==> config.mk <==
export PLATFORM = sky130hd
export DESIGN_NAME = layer_ram_arbiter_flat
export DESIGN_NICKNAME = d
export VERILOG_FILES = /design/src/rtl/layer_ram_pkg.sv /design/src/rtl/layer_ram_arbiter_if.sv /design/src/rtl/layer_ram_pick.sv /design/src/rtl/layer_ram_arbiter.sv /design/src/flat_wrapper.sv
export SDC_FILE = /design/constraint.sdc
export NUM_CORES = 1
export LEC_CHECK = 0
export BUFFER_PORTS_ARGS = -buffer_cell sky130_fd_sc_hd__buf_2
export CORE_MARGIN = 5
export CORE_UTILIZATION = 50
export CTS_BUF_LIST = sky130_fd_sc_hd__clkbuf_8
export CTS_CLUSTER_SIZE = 10
export DETAILED_ROUTE_END_ITERATION = 8
export PLACE_DENSITY = 0.85
export SYNTH_ARGS = -nofsm -noshare
export SYNTH_HDL_FRONTEND = slang
export SYNTH_HIERARCHICAL = 1
export SYNTH_SLANG_ARGS = --single-unit
==> constraint.sdc <==
create_clock -name clk -period 2.65 [get_ports clk]
set_input_delay 0 -clock clk [delete_from_list [all_inputs] [get_ports clk]]
set_output_delay 0 -clock clk [all_outputs]
set_load 0.05 [all_outputs]
==> src/rtl/layer_ram_pkg.sv <==
// Shared types and constants for the layer-RAM arbiter.
// State encoding, DQM lane masks and the channel-index width helper.
package layer_ram_pkg;

    typedef enum logic [1:0] {
        IDLE,
        ISSUE,
        WAIT_RD
    } state_t;

    localparam logic [1:0] DQM_NONE = 2'b00;
    localparam logic [1:0] DQM_LO   = 2'b01;
    localparam logic [1:0] DQM_HI   = 2'b10;

    function automatic int CH_W(input int n);
        return (n < 2) ? 1 : $clog2(n);
    endfunction

endpackage

==> src/rtl/layer_ram_arbiter_if.sv <==
// Requestor and SDRAM-controller host bus seen by the layer-RAM arbiter.
// master = arbiter side, slave = requestors plus controller.
interface layer_ram_arbiter_if #(
    parameter int NUM_CH = 4,
    parameter int ADDR_W = 25
) ();
    import layer_ram_pkg::*;

    localparam int CW = CH_W(NUM_CH);

    logic [NUM_CH-1:0]        ch_req;
    logic [NUM_CH-1:0]        ch_we;
    logic [NUM_CH-1:0]        ch_byte;
    logic [NUM_CH*ADDR_W-1:0] ch_addr_bytes;
    logic [NUM_CH*16-1:0]     ch_wdata;
    logic [NUM_CH-1:0]        ch_gnt;

    logic                     rd_valid;
    logic [CW-1:0]            rd_ch;
    logic [15:0]              rd_data;
    logic                     rd_err;
    logic                     busy;

    logic [ADDR_W-2:0]        mem_wr_addr;
    logic [15:0]              mem_wr_data;
    logic                     mem_wr_en;
    logic [1:0]               mem_wr_dqm;
    logic [ADDR_W-2:0]        mem_rd_addr;
    logic                     mem_rd_en;
    logic [15:0]              mem_rd_data;
    logic                     mem_rd_ready;
    logic                     mem_busy;

    modport master (
        input  ch_req, ch_we, ch_byte, ch_addr_bytes, ch_wdata,
        input  mem_rd_data, mem_rd_ready, mem_busy,
        output ch_gnt, rd_valid, rd_ch, rd_data, rd_err, busy,
        output mem_wr_addr, mem_wr_data, mem_wr_en, mem_wr_dqm,
        output mem_rd_addr, mem_rd_en
    );

    modport slave (
        output ch_req, ch_we, ch_byte, ch_addr_bytes, ch_wdata,
        output mem_rd_data, mem_rd_ready, mem_busy,
        input  ch_gnt, rd_valid, rd_ch, rd_data, rd_err, busy,
        input  mem_wr_addr, mem_wr_data, mem_wr_en, mem_wr_dqm,
        input  mem_rd_addr, mem_rd_en
    );

endinterface

==> src/rtl/layer_ram_pick.sv <==
// Combinational winner select: requests (+ pointer) to one-hot grant and index.
// LAYER_RAM_RR_EN: round-robin from ptr+1; otherwise lowest index wins.
module layer_ram_pick
    import layer_ram_pkg::*;
#(
    parameter int NUM_CH = 4,
    parameter int CW     = CH_W(NUM_CH)
) (
    input  logic [NUM_CH-1:0] req,
`ifdef LAYER_RAM_RR_EN
    input  logic [CW-1:0]     ptr,
`endif
    output logic [NUM_CH-1:0] gnt,
    output logic [CW-1:0]     idx
);

    always_comb begin
        gnt = '0;
        idx = '0;
`ifdef LAYER_RAM_RR_EN
        // farthest first, so the nearest channel after ptr overrides
        for (int k = NUM_CH; k >= 1; k--) begin
            if (req[(int'(ptr) + k) % NUM_CH]) begin
                gnt = '0;
                gnt[(int'(ptr) + k) % NUM_CH] = 1'b1;
                idx = CW'((int'(ptr) + k) % NUM_CH);
            end
        end
`else
        for (int k = NUM_CH - 1; k >= 0; k--) begin
            if (req[k]) begin
                gnt = '0;
                gnt[k] = 1'b1;
                idx = CW'(k);
            end
        end
`endif
    end

endmodule

==> src/rtl/layer_ram_arbiter.sv <==
// N-channel front end to the layer-RAM SDRAM controller, one op at a time.
// Define LAYER_RAM_RR_EN for round-robin; default is fixed priority.
module layer_ram_arbiter
    import layer_ram_pkg::*;
#(
    parameter int NUM_CH      = 4,
    parameter int ADDR_W      = 25,
    parameter int TIMEOUT_CYC = 64
) (
    input logic clk,
    input logic rst,
    layer_ram_arbiter_if.master bus
);

    localparam int CW = CH_W(NUM_CH);
    localparam int TW = $clog2(TIMEOUT_CYC);

    state_t              state;
    state_t              state_nxt;
    logic [NUM_CH-1:0]   pick_gnt;
    logic [CW-1:0]       pick_idx;
    logic                w_we;
    logic                w_byte;
    logic [ADDR_W-1:0]   w_addr;
    logic [15:0]         w_wdata;
    logic                sel_we;
    logic                sel_byte;
    logic [ADDR_W-1:0]   sel_addr;
    logic [15:0]         sel_wdata;
    logic [CW-1:0]       sel_ch;
    logic [TW-1:0]       cnt;
    logic                take;
    logic                do_wr;
    logic                do_rd;
    logic                resp_ok;
    logic                resp_to;
    logic [15:0]         rd_lane;
`ifdef LAYER_RAM_RR_EN
    logic [CW-1:0]       ptr;
`endif

    layer_ram_pick #(.NUM_CH(NUM_CH), .CW(CW)) u_pick (
        .req (bus.ch_req),
`ifdef LAYER_RAM_RR_EN
        .ptr (ptr),
`endif
        .gnt (pick_gnt),
        .idx (pick_idx)
    );

    always_comb begin
        w_we    = 1'b0;
        w_byte  = 1'b0;
        w_addr  = '0;
        w_wdata = '0;
        for (int c = 0; c < NUM_CH; c++) begin
            if (pick_gnt[c]) begin
                w_we    = bus.ch_we[c];
                w_byte  = bus.ch_byte[c];
                w_addr  = bus.ch_addr_bytes[c*ADDR_W +: ADDR_W];
                w_wdata = bus.ch_wdata[c*16 +: 16];
            end
        end
    end

    always_comb begin
        state_nxt = state;
        take      = 1'b0;
        do_wr     = 1'b0;
        do_rd     = 1'b0;
        resp_ok   = 1'b0;
        resp_to   = 1'b0;
        unique case (state)
            IDLE: begin
                if (|bus.ch_req && !bus.mem_busy) begin
                    take      = 1'b1;
                    state_nxt = ISSUE;
                end
            end
            ISSUE: begin
                do_wr     = sel_we;
                do_rd     = !sel_we;
                state_nxt = sel_we ? IDLE : WAIT_RD;
            end
            WAIT_RD: begin
                if (bus.mem_rd_ready) begin
                    resp_ok   = 1'b1;
                    state_nxt = IDLE;
                end else if (cnt == TW'(TIMEOUT_CYC - 1)) begin
                    resp_to   = 1'b1;
                    state_nxt = IDLE;
                end
            end
            default: state_nxt = IDLE;
        endcase
    end

    always_ff @(posedge clk) begin
        if (!rst) state <= IDLE;
        else      state <= state_nxt;
    end

    always_comb begin
        rd_lane = bus.mem_rd_data;
        if (sel_byte)
            rd_lane = sel_addr[0] ? {8'h00, bus.mem_rd_data[15:8]}
                                  : {8'h00, bus.mem_rd_data[7:0]};
    end

    assign bus.busy = (state != IDLE);

    always_ff @(posedge clk) begin
        if (!rst) begin
            sel_we          <= 1'b0;
            sel_byte        <= 1'b0;
            sel_addr        <= '0;
            sel_wdata       <= '0;
            sel_ch          <= '0;
            cnt             <= '0;
            bus.ch_gnt      <= '0;
            bus.rd_valid    <= 1'b0;
            bus.rd_ch       <= '0;
            bus.rd_data     <= '0;
            bus.rd_err      <= 1'b0;
            bus.mem_wr_addr <= '0;
            bus.mem_wr_data <= '0;
            bus.mem_wr_en   <= 1'b0;
            bus.mem_wr_dqm  <= '0;
            bus.mem_rd_addr <= '0;
            bus.mem_rd_en   <= 1'b0;
        end else begin
            bus.ch_gnt    <= take ? pick_gnt : '0;
            bus.mem_wr_en <= do_wr;
            bus.mem_rd_en <= do_rd;
            bus.rd_valid  <= resp_ok | resp_to;
            bus.rd_err    <= resp_to;
            cnt <= (state == WAIT_RD) ? cnt + 1'b1 : '0;
            if (take) begin
                sel_we    <= w_we;
                sel_byte  <= w_byte;
                sel_addr  <= w_addr;
                sel_wdata <= w_wdata;
                sel_ch    <= pick_idx;
            end
            if (do_wr) begin
                bus.mem_wr_addr <= sel_addr[ADDR_W-1:1];
                bus.mem_wr_data <= sel_byte ? {2{sel_wdata[7:0]}} : sel_wdata;
                // mask the lane that is not being written
                bus.mem_wr_dqm  <= !sel_byte   ? DQM_NONE :
                                   sel_addr[0] ? DQM_LO : DQM_HI;
            end
            if (do_rd) bus.mem_rd_addr <= sel_addr[ADDR_W-1:1];
            if (resp_ok | resp_to) begin
                bus.rd_ch   <= sel_ch;
                bus.rd_data <= resp_ok ? rd_lane : '0;
            end
        end
    end

`ifdef LAYER_RAM_RR_EN
    always_ff @(posedge clk) begin
        if (!rst)      ptr <= '0;
        else if (take) ptr <= pick_idx;
    end
`endif

endmodule

==> src/flat_wrapper.sv <==
// flat-port wrapper written by rule: the top's interface ports become plain ports
module layer_ram_arbiter_flat import layer_ram_pkg::*;
#(
    parameter int NUM_CH      = 4,
    parameter int ADDR_W      = 25,
    parameter int TIMEOUT_CYC = 64
)
  (clk, rst, bus_ch_req, bus_ch_we, bus_ch_byte, bus_ch_addr_bytes, bus_ch_wdata, bus_mem_rd_data, bus_mem_rd_ready, bus_mem_busy, bus_ch_gnt, bus_rd_valid, bus_rd_ch, bus_rd_data, bus_rd_err, bus_busy, bus_mem_wr_addr, bus_mem_wr_data, bus_mem_wr_en, bus_mem_wr_dqm, bus_mem_rd_addr, bus_mem_rd_en);
  layer_ram_arbiter_if #(.NUM_CH(NUM_CH), .ADDR_W(ADDR_W)) bus_i ();
  input logic clk;
  input logic rst;
  input wire logic [$bits(bus_i.ch_req)-1:0] bus_ch_req;
  input wire logic [$bits(bus_i.ch_we)-1:0] bus_ch_we;
  input wire logic [$bits(bus_i.ch_byte)-1:0] bus_ch_byte;
  input wire logic [$bits(bus_i.ch_addr_bytes)-1:0] bus_ch_addr_bytes;
  input wire logic [$bits(bus_i.ch_wdata)-1:0] bus_ch_wdata;
  input wire logic [$bits(bus_i.mem_rd_data)-1:0] bus_mem_rd_data;
  input wire logic [$bits(bus_i.mem_rd_ready)-1:0] bus_mem_rd_ready;
  input wire logic [$bits(bus_i.mem_busy)-1:0] bus_mem_busy;
  output wire logic [$bits(bus_i.ch_gnt)-1:0] bus_ch_gnt;
  output wire logic [$bits(bus_i.rd_valid)-1:0] bus_rd_valid;
  output wire logic [$bits(bus_i.rd_ch)-1:0] bus_rd_ch;
  output wire logic [$bits(bus_i.rd_data)-1:0] bus_rd_data;
  output wire logic [$bits(bus_i.rd_err)-1:0] bus_rd_err;
  output wire logic [$bits(bus_i.busy)-1:0] bus_busy;
  output wire logic [$bits(bus_i.mem_wr_addr)-1:0] bus_mem_wr_addr;
  output wire logic [$bits(bus_i.mem_wr_data)-1:0] bus_mem_wr_data;
  output wire logic [$bits(bus_i.mem_wr_en)-1:0] bus_mem_wr_en;
  output wire logic [$bits(bus_i.mem_wr_dqm)-1:0] bus_mem_wr_dqm;
  output wire logic [$bits(bus_i.mem_rd_addr)-1:0] bus_mem_rd_addr;
  output wire logic [$bits(bus_i.mem_rd_en)-1:0] bus_mem_rd_en;
  assign bus_i.ch_req = bus_ch_req;
  assign bus_i.ch_we = bus_ch_we;
  assign bus_i.ch_byte = bus_ch_byte;
  assign bus_i.ch_addr_bytes = bus_ch_addr_bytes;
  assign bus_i.ch_wdata = bus_ch_wdata;
  assign bus_i.mem_rd_data = bus_mem_rd_data;
  assign bus_i.mem_rd_ready = bus_mem_rd_ready;
  assign bus_i.mem_busy = bus_mem_busy;
  assign bus_ch_gnt = bus_i.ch_gnt;
  assign bus_rd_valid = bus_i.rd_valid;
  assign bus_rd_ch = bus_i.rd_ch;
  assign bus_rd_data = bus_i.rd_data;
  assign bus_rd_err = bus_i.rd_err;
  assign bus_busy = bus_i.busy;
  assign bus_mem_wr_addr = bus_i.mem_wr_addr;
  assign bus_mem_wr_data = bus_i.mem_wr_data;
  assign bus_mem_wr_en = bus_i.mem_wr_en;
  assign bus_mem_wr_dqm = bus_i.mem_wr_dqm;
  assign bus_mem_rd_addr = bus_i.mem_rd_addr;
  assign bus_mem_rd_en = bus_i.mem_rd_en;
  layer_ram_arbiter #(.NUM_CH(NUM_CH), .ADDR_W(ADDR_W), .TIMEOUT_CYC(TIMEOUT_CYC)) u_core (.clk(clk), .rst(rst), .bus(bus_i));
endmodule
==> flow_metrics.py, run 1 <==
metrics = {
    "clock_tree": {
        "cts_buffers": 17,
        "clock-sinks": 145,
        "cts_tree": "done",
        "insertion_delay_ns": 0.44,
        "cts-root-buf": "clkbuf_8",
        "cts.clk_slew.worst_paths_ns": 0.08,
        "h-tree-depth": 4,
        "postCtsSetupBuffers": 0,
        "clk_path_buf_depth": 2,
    },
    "worst_setup_path": {
        "cp_data_required_time_ns": 3.04,
        "cp_num_buf_inv": 4,
        "path_cells": "buf_2 -> nand2b_4 -> nor3_2 -> nand2b_2 -> buf_4 -> o22ai_1 -> dlygate4sd3_1 -> o32ai_1 -> dlygate4sd3_1",
        "reg2reg_to": "u_core/sel_addr[20]",
        "path_delay_family": "buffers and inverters",
        "cp_max_fo": 24,
        "crit_type": "input pin to flop",
        "crit_path_start": "bus_ch_req[2]",
        "cp_slowest_cell": "dlygate4sd3_1",
        "path_depth": 9,
        "startpoint_type": "input pin",
        "reg2reg_depth": 5,
        "end_kind": "flop",
        "max_stage_delay_ns": 0.60,
        "setup.worst_path.end": "u_core/sel_addr[20]",
        "critical_path_arrival_ns": 3.04,
        "r2r_slack_ns": 0.11,
        "timing.rr.start": "u_core/state[1]",
        "path_common_cell": "dlygate4sd3_1",
    },
    "power_and_ir_drop": {
        "power_density_nw_per_um2": 497,
        "ir_drop_mv": 0.326,
        "power_leakage_nw": 4.14,
    },
    "floorplan": {
        "core_area_um2": 12000,
        "row_count": 40,
        "die_x_um": 120,
        "floorplan.initialDensity": 0.508,
        "die_h_um": 120,
        "pin_count": 289,
        "die_area_um2": 14500,
    },
    "global_route": {
        "gr-usage-all-layers": 0.337,
        "grt_max_degree": 72,
        "antenna_found_initial": 1,
        "grt_pass1_vias": 7619,
        "grt_remaining_overflow": 0,
        "grt_first_pass_wirelength_mm": 38.7,
    },
    "routing": {
        "antenna_left": 0,
        "routed_wl_mm": 25.2,
        "drt_iter0_markers": 680,
        "wl_per_cell_um": 20.2,
        "drc": 0,
        "first_pass_iters": 5,
        "vias_per_cell": 6.03,
        "dr_total_vias": 7504,
    },
    "logic_synthesis": {
        "syn-num-nets": 888,
        "ys_seq_area_frac": 0.477,
        "synth_cell_type_count": 50,
        "synth_most_common_cell": "nand2_1",
        "postSynthAreaPerCell_um2": 8.80,
        "synthTopCellsByCount": "nand2_1 (174), dfxtp_1 (145), a21oi_1 (62)",
        "synthArstFlopShare": 0,
        "synth_top_area_share": 0.477,
        "postSynthCellCount": 691,
        "synth-main-ff-cell": "dfxtp_1",
        "synth_xor_area_frac": 0.00432,
        "synth_top_family_by_area": "compound AO/OA/AOI/OAI gates",
        "post-synth-top-area-cell": "dfxtp_1",
        "yosys.area_share.simple": 0.169,
        "synthTopCellsByArea": "dfxtp_1 (48%), nand2_1 (11%), o32ai_1 (6.2%), a221oi_1 (6.0%), o22ai_1 (5.2%)",
        "netlist_area_um2": 6080,
        "synth_edf_count": 0,
        "ys_seq_elements": 145,
        "yosys-mux-area-fraction": 0.0296,
        "synth_warnings": 6,
        "yosys.area_share.adder": 0.00206,
        "synth_compound_area_frac": 0.259,
    },
    "timing": {
        "finalSetupViolCount": 1,
        "hold_viol": 0,
        "fin_ws_ns": -0.00347,
        "rsz0062_at_grt": "no",
        "worst_pin_slew_ns": 0.968,
        "post-route-period-util": 1.00,
        "tns_ns": -0.00347,
        "fin_worst_skew_ns": 0.0125,
        "drv_slew": 0,
        "fin_crit_ns": 2.65,
        "fin_hold_ws_ns": 0.0383,
        "fmax_ghz": 0.377,
        "max_slew_margin": 0.355,
    },
    "run_status": {
        "violations": "setup timing",
        "outcome": "finished, violations left",
    },
    "cells_and_area": {
        "nets": 1285,
        "area_delta_synth_final_pct": 52.4,
        "drive_above_1_share": 0.316,
        "fin_area_um2": 9270,
    },
    "place": {
        "hpwl_mm": 14.4,
        "globalplace.congestion": 0.876,
        "io_buffers": 288,
        "dpl_cell_area_um2": 7500,
    },
    "worst_hold_path": {
        "hold_class": "input pin to flop",
    },
    "run": {
        "maxCapViolations": 0,
    },
}
-- metal layers --
metal	vias to the layer above	wire (um)	global-route usage
li1	3356	-	-
met1	3466	9160	0.379
met2	550	11900	0.556
met3	132	2590	0.0996
met4	0	1530	0.219
met5	-	0	0
-- worst min-delay path: cells and delay by family --
kind	cells	cell delay, ns
AND/OR/NAND/NOR	1	0.08
buffers and inverters	1	0.14
AO/OA/AOI/OAI	2	0.21
-- registers in the layout, summed over array words and instances (netlist names) --
| name | flops |
|---|---|
| u_core/bus.ch_gnt | 4 |
| u_core/bus.mem_rd_addr | 24 |
| u_core/bus.mem_rd_en | 1 |
| u_core/bus.mem_wr_addr | 24 |
| u_core/bus.mem_wr_data | 16 |
| u_core/bus.mem_wr_dqm | 2 |
| u_core/bus.mem_wr_en | 1 |
| u_core/bus.rd_ch | 2 |
| u_core/bus.rd_data | 16 |
| u_core/bus.rd_err | 1 |
| u_core/bus.rd_valid | 1 |
| u_core/cnt | 6 |
| u_core/sel_addr | 25 |
| u_core/sel_byte | 1 |
| u_core/sel_ch | 2 |
| u_core/sel_wdata | 16 |
| u_core/sel_we | 1 |
| u_core/state | 2 |
-- what timing repair did --
| action | in CTS | in global routing |
|---|---|---|
| endpoints found under the hold margin | 66 | 0 |
| setup endpoints to repair | 0 | 19 |
| hold buffers | 145 | 0 |
| gates resized for setup | 0 | 1 |
-- worst min path at each step --
stage	startpoint	endpoint	slack [ns]	cells after the start
4_1_cts	bus_ch_wdata[6]	u_core/sel_wdata[6]	0.001	3
3_3_place_gp	bus_mem_rd_data[11]	u_core/bus.rd_data[11]	0.23	2
5_1_grt	bus_ch_wdata[6]	u_core/sel_wdata[6]	0.02	3
2_1_floorplan	bus_mem_rd_ready	u_core/bus.rd_err	0.08	1
3_5_place_dp	bus_mem_rd_data[11]	u_core/bus.rd_data[11]	0.24	2
6_report	bus_ch_req[2]	u_core/sel_ch[0]	0.04	4
-- power by group --
group,leakage (nW),switching (mW),internal (mW),total [mW]
combinational,2.80,0.445,0.403,0.848
clock,0.167,0.781,0.658,1.44
sequential,1.17,0.0684,2.25,2.32
-- stage by stage --
step | utilization | setup WS (ns) | cells | power [mW]
after global placement | 0.627 | 0.643 | 1071 | 2.98
after CTS | 0.774 | 0.188 | 1244 | 4.55
after global routing | 0.775 | 0.00845 | 1245 | 4.77
after floorplan | - | 1.18 | 691 | 2.73
final | 0.775 | -0.00347 | 1245 | 4.61
after detailed placement | 0.627 | 0.521 | 1071 | 2.99
-- layout make-up --
type / count / area, um2
Antenna cell: 1 / 2.50
Clock buffer: 19 / 262
Clock inverter: 9 / 47.5
Fill cell: 761 / 2690
Inverter: 4 / 15.0
Multi-Input combinational cell: 474 / 2850
Sequential cell: 145 / 2900
Tap cell: 147 / 184
Timing Repair Buffer: 446 / 3000
-- cell families after synthesis --
kind of cell / after synthesis
AO/OA/AOI/OAI: 222
buffers and inverters: 72
flip-flops: 145
adder cells (fa/ha/maj): 1
AND/OR/NAND/NOR: 230
XOR/XNOR: 3
multiplexers: 18
-- cells in the final DEF, fill, tap and decap left out, types with 2 or more instances in the layout --
master,synthesis,final
inv_2,2,2
or2_2,2,2
nor2_1,18,17
o22ai_1,51,51
and3_1,2,2
and2_1,3,3
nand3_1,5,5
buf_4,2,12
clkinvlp_4,0,2
o32ai_1,43,43
and3b_1,3,2
clkbuf_8,0,19
nand3b_1,3,3
xnor2_1,2,2
dfxtp_1,145,145
nand2_1,174,174
buf_2,34,288
a21oi_1,62,62
inv_1,1,3
a221oi_1,42,42
o21ai_0,3,3
clkinv_2,0,5
a32o_1,7,7
nor2_4,1,2
dlygate4sd3_1,0,145
mux2i_1,18,18
a211oi_1,9,9
nor3_1,3,3
No activity file was read; power rests on OpenSTA's default activity.
==> run 2: changes to the inputs <==
--- a/config.mk
+++ b/config.mk
@@ -5,7 +5,7 @@
 export SDC_FILE = /design/constraint.sdc
 export NUM_CORES = 1
 export LEC_CHECK = 0
-export BUFFER_PORTS_ARGS = -buffer_cell sky130_fd_sc_hd__buf_2
+export BUFFER_PORTS_ARGS = -buffer_cell sky130_fd_sc_hd__buf_4
 export CORE_MARGIN = 5
 export CORE_UTILIZATION = 50
 export CTS_BUF_LIST = sky130_fd_sc_hd__clkbuf_8
==> run 2 against run 1 <==
Compared with the run above: the flow still finishes with violations (setup timing); sequential power about the same; non-clock buffer count up 38; register-to-register slack worse by 0.02 ns; maximum frequency down 1.9%; sequential cell count unchanged; first-iteration DRC count up 98%; combinational power up 26%; utilization up 10 points; clock skew up 0.0046 ns; sequential share of layout area down 3.6 points; critical endpoint is now u_core/sel_addr[22].
==> flow_metrics.py, run 2 (same netlist as run 1, synthesis figures left out) <==
metrics = {
    "global_route": {
        "grt_remaining_overflow": 0,
        "antenna_found_initial": 2,
        "grt_first_pass_wirelength_mm": 46.9,
        "grt_pass1_vias": 8571,
        "grt_max_degree": 72,
        "gr-usage-all-layers": 0.415,
    },
    "place": {
        "dpl_cell_area_um2": 8250,
        "placedCellCount": 1071,
        "hpwl_mm": 14.8,
        "place_ws_ns": 0.607,
        "globalplace.congestion": 0.831,
        "io_buffers": 288,
    },
    "power_and_ir_drop": {
        "power_leakage_nw": 4.41,
        "power_density_nw_per_um2": 493,
        "ir_drop_mv": 0.330,
        "finalPower_mw": 5.17,
    },
    "timing": {
        "fin_ws_ns": -0.0552,
        "hold_viol": 0,
        "fin_hold_ws_ns": 0.0201,
        "fin_worst_skew_ns": 0.0171,
        "post-route-period-util": 1.02,
        "finalSetupViolCount": 3,
        "tns_ns": -0.0754,
        "fin_crit_ns": 2.71,
        "max_slew_margin": 0.285,
        "worst_pin_slew_ns": 1.07,
        "drv_slew": 0,
        "fmax_ghz": 0.370,
    },
    "run_status": {
        "violations": "setup timing",
        "outcome": "finished, violations left",
    },
    "floorplan": {
        "core_area_um2": 12000,
        "pin_count": 289,
        "die_area_um2": 14500,
        "die_x_um": 120,
        "die_h_um": 120,
        "row_count": 40,
        "floorplan.initialDensity": 0.508,
    },
    "clock_tree": {
        "cts_tree": "done",
        "cts-root-buf": "clkbuf_8",
        "h-tree-depth": 4,
        "cts_buffers": 17,
        "clk_path_buf_depth": 2,
        "cts.clk_slew.worst_paths_ns": 0.08,
        "clock-sinks": 145,
        "insertion_delay_ns": 0.46,
    },
    "routing": {
        "dr_total_vias": 8494,
        "antenna_left": 0,
        "first_pass_iters": 9,
        "drc": 0,
        "drt_iter0_markers": 1343,
        "wl_per_cell_um": 25.2,
        "routed_wl_mm": 32.4,
        "vias_per_cell": 6.60,
    },
    "cells_and_area": {
        "drive_above_1_share": 0.308,
        "largest_registers": "u_core/sel_addr x25, u_core/bus.mem_rd_addr x24, u_core/bus.mem_wr_addr x24",
        "final_cell_mix": "buf_4 (297), dlygate4sd3_1 (183), nand2_1 (174)",
        "nets": 1323,
        "fin_area_um2": 10500,
        "regMostFlops": "u_core/sel_addr",
        "utilization": 0.877,
        "layout_commonest_cell": "buf_4",
        "area_delta_synth_final_pct": 72.5,
        "stdcell_count": 1287,
        "largest_reg_flops": 25,
    },
    "worst_setup_path": {
        "cp_max_fo": 21,
        "end_kind": "flop",
        "startpoint_type": "input pin",
        "critical_path_arrival_ns": 3.04,
        "cp_data_required_time_ns": 2.99,
        "crit_type": "input pin to flop",
    },
    "worst_hold_path": {
        "hold_class": "input pin to flop",
    },
    "run": {
        "maxCapViolations": 0,
    },
}
run 2: area by class of cell:
cell class	count	area [um2]
Fill cell	522	1470
Antenna cell	3	7.51
Clock inverter	10	113
Clock buffer	20	275
Tap cell	147	184
Inverter	4	15.0
Timing Repair Buffer	484	4130
Multi-Input combinational cell	474	2860
Sequential cell	145	2900
run 2: worst paths after layout:
check	from	endpoint	slack (ns)	depth (start not counted)
max	bus_ch_req[0]	u_core/sel_addr[22]	-0.06	9
min	bus_ch_addr_bytes[18]	u_core/sel_addr[18]	0.02	3
max reg2reg	u_core/state[1]	u_core/sel_addr[22]	0.09	5
min reg2reg	u_core/cnt[0]	u_core/cnt[0]	0.46	1
run 2: report_power, final:
part / internal (mW) / total, mW / switching, mW
sequential: 2.25 / 2.33 / 0.0768
clock: 0.895 / 1.77 / 0.872
combinational: 0.550 / 1.07 / 0.522
run 2: what timing repair did:
action                                  CTS  global route
resized for setup                         0             4
setup buffers                             0             0
endpoints found under the setup margin    0            43
hold buffers                            183             0
endpoints found under the hold margin    66             0
run 2: metal layers:
layer  global-route usage  routed length [um]
met1                0.463               10400
met2                0.676               14600
met3                0.122                4300
met4                0.300                3140
met5                    0                   0
run 2: critical path, cell delays in order:
cell and delay (ns):
dlygate4sd3_1 0.54, buf_4 0.19, nor3_2 0.40, clkinv_1 0.19, buf_4 0.26, o2bb2ai_1 0.18
dlygate4sd3_1 0.59, o32ai_1 0.09, dlygate4sd3_1 0.60
